File: src/rtl/fifo_frame_packer_if.sv
// Bundle between the read-side FIFO, the frame packer and the downstream byte stream.
// Stream handshake: a byte moves on a rising edge where out_valid and out_ready are both high.
interface fifo_frame_packer_if #(
  parameter int data_size = 8
);
  logic                 r_empty;
  logic [data_size-1:0] din;
  logic                 rd_en;
  logic [data_size-1:0] out_data;
  logic                 out_valid;
  logic                 out_ready;
  logic                 out_sof;
  logic                 out_eof;
  logic [7:0]           frame_cnt;

  modport master (
    input  r_empty, din, out_ready,
    output rd_en, out_data, out_valid, out_sof, out_eof, frame_cnt
  );

  modport slave (
    output r_empty, din, out_ready,
    input  rd_en, out_data, out_valid, out_sof, out_eof, frame_cnt
  );
endinterface

File: src/rtl/fifo_frame_packer.sv
// Pops show-ahead FIFO words and emits header / frame_len payload bytes / checksum frames.
// The checksum is the two's complement of the payload sum, so payload plus checksum is 0.
module fifo_frame_packer #(
  parameter int                   data_size = 8,
  parameter int                   frame_len = 4,
  parameter logic [data_size-1:0] hdr_byte  = 8'hA5
) (
  input  logic                 clk_read,
  input  logic                 reset,
  fifo_frame_packer_if.master  bus,
  output logic [1:0]           o_dbg_state
);

  typedef enum logic [1:0] {
    S_IDLE     = 2'd0,
    S_HEADER   = 2'd1,
    S_PAYLOAD  = 2'd2,
    S_CHECKSUM = 2'd3
  } state_t;

  localparam logic [7:0] LAST_IDX = 8'(frame_len - 1);

  state_t               r_state;
  state_t               w_next;
  logic [7:0]           r_idx;
  logic [data_size-1:0] r_sum;
  logic [7:0]           r_frame_cnt;

  logic                 w_valid;
  logic                 w_sof;
  logic                 w_eof;
  logic                 w_rd_en;
  logic                 w_xfer;
  logic [data_size-1:0] w_data;

  always_comb begin
    w_next  = r_state;
    w_valid = 1'b0;
    w_sof   = 1'b0;
    w_eof   = 1'b0;
    w_rd_en = 1'b0;
    w_data  = '0;
    case (r_state)
      S_IDLE: begin
        if (!bus.r_empty) w_next = S_HEADER;
      end
      S_HEADER: begin
        w_valid = 1'b1;
        w_sof   = 1'b1;
        w_data  = hdr_byte;
        if (bus.out_ready) w_next = S_PAYLOAD;
      end
      S_PAYLOAD: begin
        // Payload bytes stream straight from the show-ahead port; a pop is a transfer.
        w_valid = ~bus.r_empty;
        if (w_valid) w_data = bus.din;
        w_rd_en = w_valid & bus.out_ready;
        if (w_rd_en && (r_idx == LAST_IDX)) w_next = S_CHECKSUM;
      end
      S_CHECKSUM: begin
        w_valid = 1'b1;
        w_eof   = 1'b1;
        w_data  = (~r_sum) + data_size'(1);
        if (bus.out_ready) w_next = S_IDLE;
      end
      default: w_next = S_IDLE;
    endcase
  end

  assign w_xfer = w_valid & bus.out_ready;

  always_ff @(posedge clk_read) begin
    if (reset) begin
      r_state     <= S_IDLE;
      r_idx       <= 8'd0;
      r_sum       <= '0;
      r_frame_cnt <= 8'd0;
    end else begin
      r_state <= w_next;
      case (r_state)
        S_HEADER: begin
          if (w_xfer) begin
            r_idx <= 8'd0;
            r_sum <= '0;
          end
        end
        S_PAYLOAD: begin
          if (w_xfer) begin
            r_sum <= r_sum + bus.din;
            r_idx <= r_idx + 8'd1;
          end
        end
        S_CHECKSUM: begin
          if (w_xfer) r_frame_cnt <= r_frame_cnt + 8'd1;
        end
        default: ;
      endcase
    end
  end

  assign bus.rd_en     = w_rd_en;
  assign bus.out_data  = w_data;
  assign bus.out_valid = w_valid;
  assign bus.out_sof   = w_sof;
  assign bus.out_eof   = w_eof;
  assign bus.frame_cnt = r_frame_cnt;
  assign o_dbg_state   = r_state;

endmodule
File: src/flat_wrapper.sv
// flat-port wrapper written by rule: the top's interface ports become plain ports
module fifo_frame_packer_flat 
#(
  parameter int                   data_size = 8,
  parameter int                   frame_len = 4,
  parameter logic [data_size-1:0] hdr_byte  = 8'hA5
)
  (clk_read, reset, o_dbg_state, bus_r_empty, bus_din, bus_out_ready, bus_rd_en, bus_out_data, bus_out_valid, bus_out_sof, bus_out_eof, bus_frame_cnt);
  fifo_frame_packer_if #(.data_size(data_size)) bus_i ();
  input  logic clk_read;
  input  logic reset;
  output logic [1:0] o_dbg_state;
  input wire logic [$bits(bus_i.r_empty)-1:0] bus_r_empty;
  input wire logic [$bits(bus_i.din)-1:0] bus_din;
  input wire logic [$bits(bus_i.out_ready)-1:0] bus_out_ready;
  output wire logic [$bits(bus_i.rd_en)-1:0] bus_rd_en;
  output wire logic [$bits(bus_i.out_data)-1:0] bus_out_data;
  output wire logic [$bits(bus_i.out_valid)-1:0] bus_out_valid;
  output wire logic [$bits(bus_i.out_sof)-1:0] bus_out_sof;
  output wire logic [$bits(bus_i.out_eof)-1:0] bus_out_eof;
  output wire logic [$bits(bus_i.frame_cnt)-1:0] bus_frame_cnt;
  assign bus_i.r_empty = bus_r_empty;
  assign bus_i.din = bus_din;
  assign bus_i.out_ready = bus_out_ready;
  assign bus_rd_en = bus_i.rd_en;
  assign bus_out_data = bus_i.out_data;
  assign bus_out_valid = bus_i.out_valid;
  assign bus_out_sof = bus_i.out_sof;
  assign bus_out_eof = bus_i.out_eof;
  assign bus_frame_cnt = bus_i.frame_cnt;
  fifo_frame_packer #(.data_size(data_size), .frame_len(frame_len), .hdr_byte(hdr_byte)) u_core (.clk_read(clk_read), .reset(reset), .bus(bus_i), .o_dbg_state(o_dbg_state));
endmodule
File: config.mk
export PLATFORM = sky130hd
export DESIGN_NAME = fifo_frame_packer_flat
export DESIGN_NICKNAME = d
export VERILOG_FILES = /design/src/rtl/fifo_frame_packer_if.sv /design/src/rtl/fifo_frame_packer.sv /design/src/flat_wrapper.sv
export SDC_FILE = /design/constraint.sdc
export NUM_CORES = 1
export LEC_CHECK = 0
export BUFFER_PORTS_ARGS = -buffer_cell sky130_fd_sc_hd__buf_4
export CORE_ASPECT_RATIO = 0.8
export CORE_UTILIZATION = 35
export CTS_BUF_LIST = sky130_fd_sc_hd__clkbuf_8 sky130_fd_sc_hd__clkbuf_16
export CTS_CLUSTER_DIAMETER = 40
export CTS_CLUSTER_SIZE = 40
export DETAILED_ROUTE_END_ITERATION = 10
export PLACE_DENSITY = 0.58
export SYNTH_ARGS = -nofsm -noshare
export SYNTH_HDL_FRONTEND = slang
export SYNTH_SLANG_ARGS = --single-unit
File: constraint.sdc
create_clock -name clk_read -period 3.9 [get_ports clk_read]
set_input_delay 0.585 -clock clk_read [delete_from_list [all_inputs] [get_ports clk_read]]
set_output_delay 0.585 -clock clk_read [all_outputs]
set_load 0.02 [all_outputs]
# ---- Word level (Yosys, flattened, before mapping)
# Index checks and enable logic that the tools add are counted.
dict set report totals {
  elab_cells 45
  out_inout_bits 22
  regBits 26
}
dict set report classes {
  eq_ne 10
  n_reduce_logical 7
  n_bitwise 4
  muxes 16
  add_sub_neg 4
}
# op count
set op_table {}
lappend op_table {{8-bit two-way mux} 4}
lappend op_table {{8-bit one-hot mux with 2 select lines} 2}
lappend op_table {{8-bit by 1-bit adder with 8-bit output (second input constant)} 3}
lappend op_table {{8-bit one-hot mux with 3 select lines} 1}
lappend op_table {{8-bit adder} 1}
lappend op_table {{8-bit by 2-bit == test with 1-bit output (second input constant)} 1}
lappend op_table {{2-bit two-way mux} 4}
lappend op_table {{8-bit NOT} 1}
lappend op_table {{2-bit one-hot mux with 4 select lines} 1}
lappend op_table {{2-bit by 1-bit inequality test with 1-bit output (second input constant)} 3}
lappend op_table {{2-bit inequality test (second input constant)} 3}
lappend op_table {{2-bit == test (second input constant)} 2}
lappend op_table {{4-bit AND reduction} 1}
lappend op_table {{1-bit two-way mux} 3}
lappend op_table {{3-bit AND reduction} 1}
lappend op_table {{1-bit bitwise AND} 2}
lappend op_table {{2-bit by 1-bit == test with 1-bit output (second input constant)} 1}
lappend op_table {{2-bit zero test} 1}
lappend op_table {{1-bit one-hot mux with 2 select lines} 1}
lappend op_table {{2-bit AND reduction} 1}
lappend op_table {{2-bit nonzero test} 1}
lappend op_table {{2-bit OR reduction} 1}
lappend op_table {{1-bit logical AND} 1}
lappend op_table {{1-bit NOT} 1}

# ---- Longest topological paths before layout
# Gate-level depths: netlist (run 1).
dict set report depth {
  word_depth 6
  mapped_depth 8
}

# ---- Worst setup path before layout (run 1)
# OpenSTA, ideal clock, no wires.
dict set report synth_path {
  kind {reg-to-output}
  startpoint {register u_core.r_state[1], in the netlist u_core.o_dbg_state[1]}
  endpoint {output port bus_out_data[0]}
  stages_incl_launch_ff 7
  path_buffers 2
  arrival_time_ns 1.884
  required_ns 3.315
  path_slack_ns 1.431
  cell_sequence {dfxtp_1 > ha_1 > clkbuf_1 > nor2b_1 > clkbuf_1 > nand2_1 > a31oi_1}
}
dict set report synth_via {
  elab_chain_cells 2
  word_cells_on_any_way 4
  cone_classes {3 x eq/ne; 1 x mux}
}
# element line
set synth_rtl {}
lappend synth_rtl {{from (decl)} fifo_frame_packer.sv:23} ;# state_t r_state;
lappend synth_rtl {{from (signal assigned)} fifo_frame_packer.sv:79} ;# r_state <= w_next;
lappend synth_rtl {{2-bit == test or 2-bit by 1-bit == test with 1-bit output (tied branches)} fifo_frame_packer.sv:43} ;# case (r_state)
lappend synth_rtl {{8-bit one-hot mux with 3 select lines *} fifo_frame_packer.sv:43}
lappend synth_rtl {{to (decl)} flat_wrapper.sv:17} ;# output wire logic [$bits(bus_i.out_data)-1:0] bus_out_data;
# Mark *: on every way between the ends. The rest lies on a longest branch, timed or not.

# ---- Final worst setup path (run 1)
# Ends and elaborated chain as after synthesis.

==> results.rst, run 1 <==
.. list-table::
   :header-rows: 1

   * - Metric
     - Value
   * - Setup clock skew after layout
     - 0.00939 ns
   * - Sequential fraction of the synthesis area
     - 29.2%
   * - Number of storage elements in the synthesis netlist
     - 26
   * - # DRC
     - 0
   * - Proportion of register bits with asynchronous set or reset after synthesis
     - 0%
   * - Proportion of power drawn by flip-flops and latches
     - 26.2%
   * - Commonest cells after routing, fill and taps aside
     - sky130_fd_sc_hd__buf_4 (34), sky130_fd_sc_hd__nor2_1 (32), sky130_fd_sc_hd__dfxtp_1 (26), sky130_fd_sc_hd__a21oi_1 (18), sky130_fd_sc_hd__nand3_1 (18)
   * - Leakage
     - 0.863 nW
   * - Number of placement rows
     - 22
   * - Cts bufs inserted
     - 3
   * - Max VDD drop
     - 0.298 mV
   * - # setup viols final
     - 0
   * - Combined area of the multi-input logic cells
     - 0.00120 mm²
   * - Largest net degree at the start of global routing
     - 23
   * - Number of vias per cell after detailed routing
     - 5.23
   * - Clock share of power
     - 18.4%
   * - Most frequent standard cell in the layout excluding fill and tap cells
     - sky130_fd_sc_hd__buf_4
   * - WS Path Type
     - flip-flop to primary output
   * - GR Util met1
     - 26.4%
   * - Largest fanout of any net on the critical path
     - 16
   * - Core footprint
     - 0.00473 mm²
   * - CTS root buffer
     - sky130_fd_sc_hd__clkbuf_8
   * - Data arrival time of the critical path
     - 2.63 ns
   * - Count of final hold-check violations
     - 0
   * - Wire length of the first global-routing pass
     - 6950 µm
   * - Max frequency
     - 311 MHz
   * - Most congested layer reported by global routing
     - met1
   * - Leading cell types by total area after synthesis
     - sky130_fd_sc_hd__dfxtp_1 (29%), sky130_fd_sc_hd__ha_1 (11%), sky130_fd_sc_hd__nor2_1 (6.7%)
   * - Slowest-stage cell, CP
     - sky130_fd_sc_hd__nor2b_1
   * - Dpl hpwl
     - 3240 µm
   * - Max transition margin
     - 48.7%
   * - Die outline height
     - 65.9 µm
   * - Switch share
     - 45.7%
   * - Top-level port count
     - 34
   * - Post-Syn Area per Cell
     - 8.04 µm²
   * - Post-CTS Resized
     - 0
   * - Total number of H-tree levels
     - 1
   * - Global placement routability congestion
     - 0.764
   * - Number of port buffers
     - 33
   * - Required time at the worst-slack endpoint
     - 3.31 ns
   * - Max clock buf depth
     - 2
   * - Worst hold path cell count
     - 2
   * - Power density over cell area
     - 572 mW/mm²
   * - Max-slew violations
     - 0
   * - Run status
     - finished, final reports clean
   * - Met2 Track Usage GR
     - 23.1%
   * - Count of fill cells added during filler insertion
     - 482
   * - Fraction of layout cells with a size suffix above 1
     - 17.5%
   * - Number of iterations in the first detailed-routing pass
     - 4
   * - Total GRT Usage
     - 16.8%
   * - Vias
     - 1625
   * - Total power after layout
     - 0.00123 W
   * - Reg2Reg Depth
     - 6
   * - Number of global-route vias before repair
     - 1434
   * - Number of routed nets with antenna violations
     - 0
   * - Cell type contributing the most total cell area after synthesis
     - sky130_fd_sc_hd__dfxtp_1
   * - Dominant synthesized flop cell
     - sky130_fd_sc_hd__dfxtp_1
   * - RSZ-0062 raised after global routing
     - false
   * - CP max stage delay
     - 0.70 ns
   * - Post-Route Utilization
     - 45.3%
   * - Area share of the leading cell type in the synthesized netlist
     - 29.2%
   * - Grt total ovfl
     - 0
   * - Switching power of the nets
     - 0.000561 W
   * - Final sum of negative setup slack
     - 0 ns
   * - Iteration-0 DRC count of the detailed router
     - 123
   * - Post-synth net total
     - 250
   * - Worst-Skew Late Latency
     - 0.27 ns
   * - Average detailed-routed wire length per instance
     - 13.8 µm
   * - Number of clock sinks
     - 26
   * - Final wirelength
     - 4300 µm
   * - Unique masters post-synth
     - 44
   * - Number of instances in the synthesized netlist
     - 222
   * - Clock transition time at the flip-flop clock pins of the worst setup and hold paths
     - 0.10 ns
   * - Part of the power in combinational logic
     - 55.4%
   * - Minimum clock period after layout
     - 3.22 ns
   * - Initial core utilization
     - 37.7%
   * - Floorplan die width
     - 81.8 µm
   * - Max-cap violations
     - 0
   * - M3 GR Usage
     - 3.72%
   * - Number of nets at the end of the flow
     - 280
   * - Count of yosys warnings during synthesis
     - 0
   * - Worst Hold Class
     - flip-flop to flip-flop
   * - Number of synthesized flops with an enable pin
     - 0
   * - TritonCTS clock tree
     - done
   * - Number of buffers added to fix hold violations after cts
     - 0
   * - Syn-to-layout area delta
     - 20.2%
   * - Register Area
     - 520 µm²
   * - Type of destination of the critical path
     - primary output
   * - Slew at the pin closest to its max-slew limit
     - 0.767 ns
   * - Internal power
     - 0.000665 W
   * - Die Outline Area
     - 0.00539 mm²
   * - Ordered cell list for the critical path
     - ha_1 -> nor2b_1 -> nand2_1 -> a31oi_1 -> buf_4
   * - Final period utilization
     - 82.5%
   * - Mapped cell area
     - 0.00178 mm²
   * - Crit path launch type
     - flip-flop
   * - Diodes inserted
     - 0
   * - Setup Fix Bufs, Post-CTS
     - 0
   * - Antenna violations before repair
     - 0
[critical path, delay by kind of cell, from the launching register on]
kind | cells | cell delay [ns]
AND/OR/NAND/NOR | 2 | 0.82
adder cells (fa/ha/maj) | 1 | 0.62
flip-flops | 1 | 0.51
AO/OA/AOI/OAI | 1 | 0.24
buffers and inverters | 1 | 0.18
[synthesized netlist by cell type (2+ instances only)]
library cell / count
sky130_fd_sc_hd__xor2_1: 11
sky130_fd_sc_hd__ha_1: 15
sky130_fd_sc_hd__and2_1: 3
sky130_fd_sc_hd__a22oi_1: 5
sky130_fd_sc_hd__nor3_1: 2
sky130_fd_sc_hd__nand4_1: 4
sky130_fd_sc_hd__and3_1: 4
sky130_fd_sc_hd__nand2_1: 14
sky130_fd_sc_hd__nand2b_1: 2
sky130_fd_sc_hd__o211ai_1: 3
sky130_fd_sc_hd__xnor2_1: 10
sky130_fd_sc_hd__a21o_1: 3
sky130_fd_sc_hd__a31oi_1: 3
sky130_fd_sc_hd__dfxtp_1: 26
sky130_fd_sc_hd__o21ai_0: 6
sky130_fd_sc_hd__a21oi_1: 18
sky130_fd_sc_hd__nor2_1: 32
sky130_fd_sc_hd__clkbuf_1: 7
sky130_fd_sc_hd__a211oi_1: 4
sky130_fd_sc_hd__nand3_1: 18
sky130_fd_sc_hd__inv_1: 6
sky130_fd_sc_hd__nor4_1: 4
[final timing paths]
check | start | end | slack [ns]
setup / recovery | u_core.o_dbg_state[1] | bus_out_data[0] | 0.68
hold / removal | u_core.bus.frame_cnt[1] | u_core.bus.frame_cnt[1] | 0.51
setup reg to reg | u_core.o_dbg_state[1] | u_core.r_sum[6] | 1.44
hold reg to reg | u_core.bus.frame_cnt[1] | u_core.bus.frame_cnt[1] | 0.51
[cell families (layout without fill, tap and decap cells)]
family,after synthesis,in the layout,share of synthesized area [%]
flip-flops,26,26,29.2
adder cells (fa/ha/maj),16,16,11.6
buffers and inverters,16,45,3.79
AO/OA/AOI/OAI,50,50,19.1
XOR/XNOR,21,21,10.3
multiplexers,2,2,1.19
AND/OR/NAND/NOR,91,91,24.8
[state kept, by name, indices dropped and copies added, names as in the netlist]
name,flops
u_core.r_idx,8
u_core.o_dbg_state,2
u_core.bus.frame_cnt,8
u_core.r_sum,8
[power groups by stage]
| stage | clock, W | sequential [W] | combinational (W) |
|---|---|---|---|
| 2_1_floorplan | 0 | 0.000331 | 0.000473 |
| 3_3_place_gp | 0 | 0.000326 | 0.000685 |
| 3_5_place_dp | 0 | 0.000327 | 0.000676 |
| 4_1_cts | 0.000232 | 0.000321 | 0.000680 |
| 5_1_grt | 0.000245 | 0.000325 | 0.000744 |
| 6_report | 0.000225 | 0.000322 | 0.000679 |
[layer usage]
metal	wire length, µm	up-vias
li1	-	849
met1	2370	738
met2	1710	36
met3	206	2
met4	14	0
met5	0	-
[per-stage QoR]
stage / cell area (µm²) / hold WS (ns) / worst slack, ns / cells
floorplan: 1780 / 0.461 / 1.43 / 222
global placement: 2070 / 0.487 / 1.04 / 307
global route: 2140 / 0.549 / 0.463 / 311
finish: 2140 / 0.506 / 0.681 / 311
CTS: 2140 / 0.507 / 0.667 / 311
detailed placement: 2070 / 0.492 / 0.997 / 307
[area by class of cell]
type	count	area share, %
Tap cell	60	3.50
Multi-Input combinational cell	180	55.8
Clock inverter	1	1.40
Timing Repair Buffer	34	11.9
Clock buffer	3	1.93
Sequential cell	26	24.3
Inverter	7	1.23
(Power assumes the default switching activity.)
==> run 2: changes to the inputs <==
--- a/config.mk
+++ b/config.mk
@@ -12,7 +12,7 @@
 export CTS_CLUSTER_DIAMETER = 40
 export CTS_CLUSTER_SIZE = 40
 export DETAILED_ROUTE_END_ITERATION = 10
-export PLACE_DENSITY = 0.58
+export PLACE_DENSITY = 0.6
 export SYNTH_ARGS = -nofsm -noshare
 export SYNTH_HDL_FRONTEND = slang
 export SYNTH_SLANG_ARGS = --single-unit
==> constraint.sdc (replaced) <==
create_clock -name clk_read -period 2.9 [get_ports clk_read]
set_input_delay 0.435 -clock clk_read [delete_from_list [all_inputs] [get_ports clk_read]]
set_output_delay 0.435 -clock clk_read [all_outputs]
set_load 0.02 [all_outputs]
==> run 2 against run 1 <==
Compared with the run above:
- first-iteration DRC count is 11% lower
- critical path depth is 2 higher
- utilization is 0.32 points higher
- final area is 0.70% higher
- sequential power is 34% higher
- final cell count is 0.64% higher
- non-clock buffer count is 2 higher
==> results.rst, run 2 (same netlist as run 1, synthesis figures left out) <==
.. list-table::
   :header-rows: 1

   * - Metric
     - Value
   * - Slowest-stage cell, CP
     - sky130_fd_sc_hd__dfxtp_1 (was sky130_fd_sc_hd__nor2b_1)
   * - Number of buffers added to fix hold violations after cts
     - 0 (unchanged)
   * - Data arrival time of the critical path
     - 1.93 ns (was 2.63 ns)
   * - Fraction of layout cells with a size suffix above 1
     - 18.2% (was 17.5%)
   * - # DRC
     - 0 (unchanged)
   * - Number of iterations in the first detailed-routing pass
     - 5 (was 4)
   * - Reg2Reg Depth
     - 6 (unchanged)
   * - WP buf/inv
     - 3 (was 1)
   * - Most frequent cell on the critical path
     - sky130_fd_sc_hd__buf_4
   * - Global placement routability congestion
     - 0.783 (was 0.764)
   * - Critical path launch point
     - u_core.o_dbg_state[0] (was u_core.o_dbg_state[1])
   * - Final wirelength
     - 4500 µm (was 4300 µm)
   * - Average detailed-routed wire length per instance
     - 14.4 µm (was 13.8 µm)
   * - Setup Fix Bufs, Post-CTS
     - 0 (unchanged)
   * - Max frequency
     - 422 MHz
   * - Worst Hold Class
     - input pin to flip-flop (was flip-flop to flip-flop)
   * - Leakage
     - 0.873 nW (was 0.863 nW)
   * - Diodes inserted
     - 0 (unchanged)
   * - Largest fanout of any net on the critical path
     - 9 (was 16)
   * - Setup clock skew after layout
     - 0.0102 ns (was 0.00939 ns)
   * - Most frequent standard cell in the layout excluding fill and tap cells
     - sky130_fd_sc_hd__buf_4 (unchanged)
   * - Die outline height
     - 65.9 µm (unchanged)
   * - TritonCTS clock tree
     - done (unchanged)
   * - Antenna violations before repair
     - 0 (unchanged)
   * - Register-to-register path setup slack
     - 0.56 ns (was 1.44 ns)
   * - Grt total ovfl
     - 0 (unchanged)
   * - Initial core utilization
     - 37.7% (unchanged)
   * - Ordered cell list for the critical path
     - inv_1 -> ha_1 -> nor2b_1 -> buf_4 -> a221oi_1 -> nor2_1 -> buf_4 (was ha_1 -> nor2b_1 -> nand2_1 -> a31oi_1 -> buf_4)
   * - Endpoint of the worst-slack reg-to-reg timing path
     - u_core.r_sum[6] (unchanged)
   * - Max clock buf depth
     - 2 (unchanged)
   * - Core footprint
     - 0.00473 mm² (unchanged)
   * - # setup viols final
     - 0 (unchanged)
   * - Floorplan die width
     - 81.8 µm (unchanged)
   * - Minimum clock period after layout
     - 2.37 ns
   * - Max-slew violations
     - 0 (unchanged)
   * - Type of destination of the critical path
     - primary output (unchanged)
   * - CP max stage delay
     - 0.44 ns (was 0.70 ns)
   * - Slew at the pin closest to its max-slew limit
     - 0.603 ns (was 0.767 ns)
   * - Number of nets at the end of the flow
     - 282 (was 280)
   * - Kind of cell adding the most delay to the critical path
     - buffers and inverters (was simple AND/OR/NAND/NOR gates)
   * - Hold Path Sink
     - u_core.bus.frame_cnt[1] (unchanged)
   * - Count of final hold-check violations
     - 0 (unchanged)
   * - RSZ-0062 raised after global routing
     - false (unchanged)
   * - Power density over cell area
     - 767 mW/mm² (was 572 mW/mm²)
   * - Vias
     - 1698 (was 1625)
   * - Syn-to-layout area delta
     - 21.0% (was 20.2%)
   * - Wire length of the first global-routing pass
     - 7470 µm (was 6950 µm)
   * - Clock transition time at the flip-flop clock pins of the worst setup and hold paths
     - 0.09 ns (was 0.10 ns)
   * - Crit path launch type
     - flip-flop (unchanged)
   * - Total number of H-tree levels
     - 1 (unchanged)
   * - Commonest cells after routing, fill and taps aside
     - sky130_fd_sc_hd__buf_4 (36), sky130_fd_sc_hd__nor2_1 (32), sky130_fd_sc_hd__dfxtp_1 (26), sky130_fd_sc_hd__a21oi_1 (18), sky130_fd_sc_hd__nand3_1 (18) (was sky130_fd_sc_hd__buf_4 (34), sky130_fd_sc_hd__nor2_1 (32), sky130_fd_sc_hd__dfxtp_1 (26), sky130_fd_sc_hd__a21oi_1 (18), sky130_fd_sc_hd__nand3_1 (18))
   * - Dpl hpwl
     - 3480 µm (was 3240 µm)
   * - Startpoint of the worst hold path
     - bus_out_ready (was u_core.bus.frame_cnt[1])
   * - Number of vias per cell after detailed routing
     - 5.42 (was 5.23)
   * - Number of placement rows
     - 22 (unchanged)
   * - Largest net degree at the start of global routing
     - 23 (unchanged)
   * - WS Path Type
     - flip-flop to primary output (unchanged)
   * - Number of port buffers
     - 33 (unchanged)
   * - Max-cap violations
     - 0 (unchanged)
   * - Final sum of negative setup slack
     - 0 ns (unchanged)
   * - Worst hold path cell count
     - 3 (was 2)
   * - Number of clock sinks
     - 26 (unchanged)
   * - Max VDD drop
     - 0.420 mV (was 0.298 mV)
   * - CTS root buffer
     - sky130_fd_sc_hd__clkbuf_8 (unchanged)
   * - Run status
     - finished, final reports clean (unchanged)
   * - Number of global-route vias before repair
     - 1496 (was 1434)
   * - Post-Route Utilization
     - 45.6% (was 45.3%)
   * - Total GRT Usage
     - 18.0% (was 16.8%)
   * - Number of routed nets with antenna violations
     - 0 (unchanged)
   * - Cts bufs inserted
     - 3 (unchanged)
   * - Reg2reg start
     - u_core.o_dbg_state[1] (unchanged)
   * - Max transition margin
     - 59.3% (was 48.7%)
   * - Worst-Skew Late Latency
     - 0.28 ns (was 0.27 ns)
   * - Top-level port count
     - 34 (unchanged)
   * - Iteration-0 DRC count of the detailed router
     - 110 (was 123)
   * - Final period utilization
     - 81.6%
   * - Post-CTS Resized
     - 0 (unchanged)
   * - Required time at the worst-slack endpoint
     - 2.47 ns (was 3.31 ns)
   * - Die Outline Area
     - 0.00539 mm² (unchanged)
==> run 2: worst min-delay path: cells and delay by family <==
kind | cells | cell delay (ns)
buffers and inverters | 1 | 0.14
AOI/OAI and AO/OA | 1 | 0.05
and+or+nand+nor | 1 | 0.08
==> run 2: final cells by class <==
class / instances / area (µm²)
fillers: 473 / 2570
repair buffers: 36 / 270
inverters: 7 / 26.3
clock buffers: 3 / 41.3
flip-flops and latches: 26 / 520
clock inverters: 1 / 30.0
multi-input cells: 180 / 1200
well taps: 60 / 75.1
==> run 2: worst max-delay path by stage <==
stage | to | slack (ns) | cells after the start
6_report | bus_out_data[2] | 0.53 | 7
5_1_grt | u_core.r_sum[6] | 0.37 | 6
4_1_cts | bus_out_data[2] | 0.52 | 7
3_5_place_dp | u_core.r_sum[6] | 0.56 | 6
3_3_place_gp | u_core.r_sum[6] | 0.64 | 6
2_1_floorplan | bus_out_data[0] | 0.58 | 6
==> run 2: metal layers <==
layer  vias to the layer above  part of all wire, %  GRT usage (%)
li1                        854                    -              -
met1                       792                   52           28.0
met2                        52                   40           25.7
met3                         0                  8.6           3.72
met4                         0                    0           1.32
met5                         -                    0              0
==> run 2: metrics by stage <==
stage	power, W	instances	worst slack [ns]	area [µm²]	hold WS [ns]
3_3_place_gp	0.00136	309	0.643	2090	0.488
3_5_place_dp	0.00136	309	0.560	2090	0.489
6_report	0.00166	313	0.533	2160	0.486
2_1_floorplan	0.00108	222	0.581	1780	0.461
4_1_cts	0.00166	313	0.522	2160	0.480
5_1_grt	0.00177	313	0.369	2160	0.507
==> run 2: report_power, final <==
group	switching, W	total, W	leakage, nW	internal [W]
Sequential	0.0000467	0.000432	0.210	0.000385
Clock	0.000120	0.000305	0.0357	0.000185
Combinational	0.000586	0.000919	0.628	0.000333
Total	0.000753	0.00166	0.873	0.000903
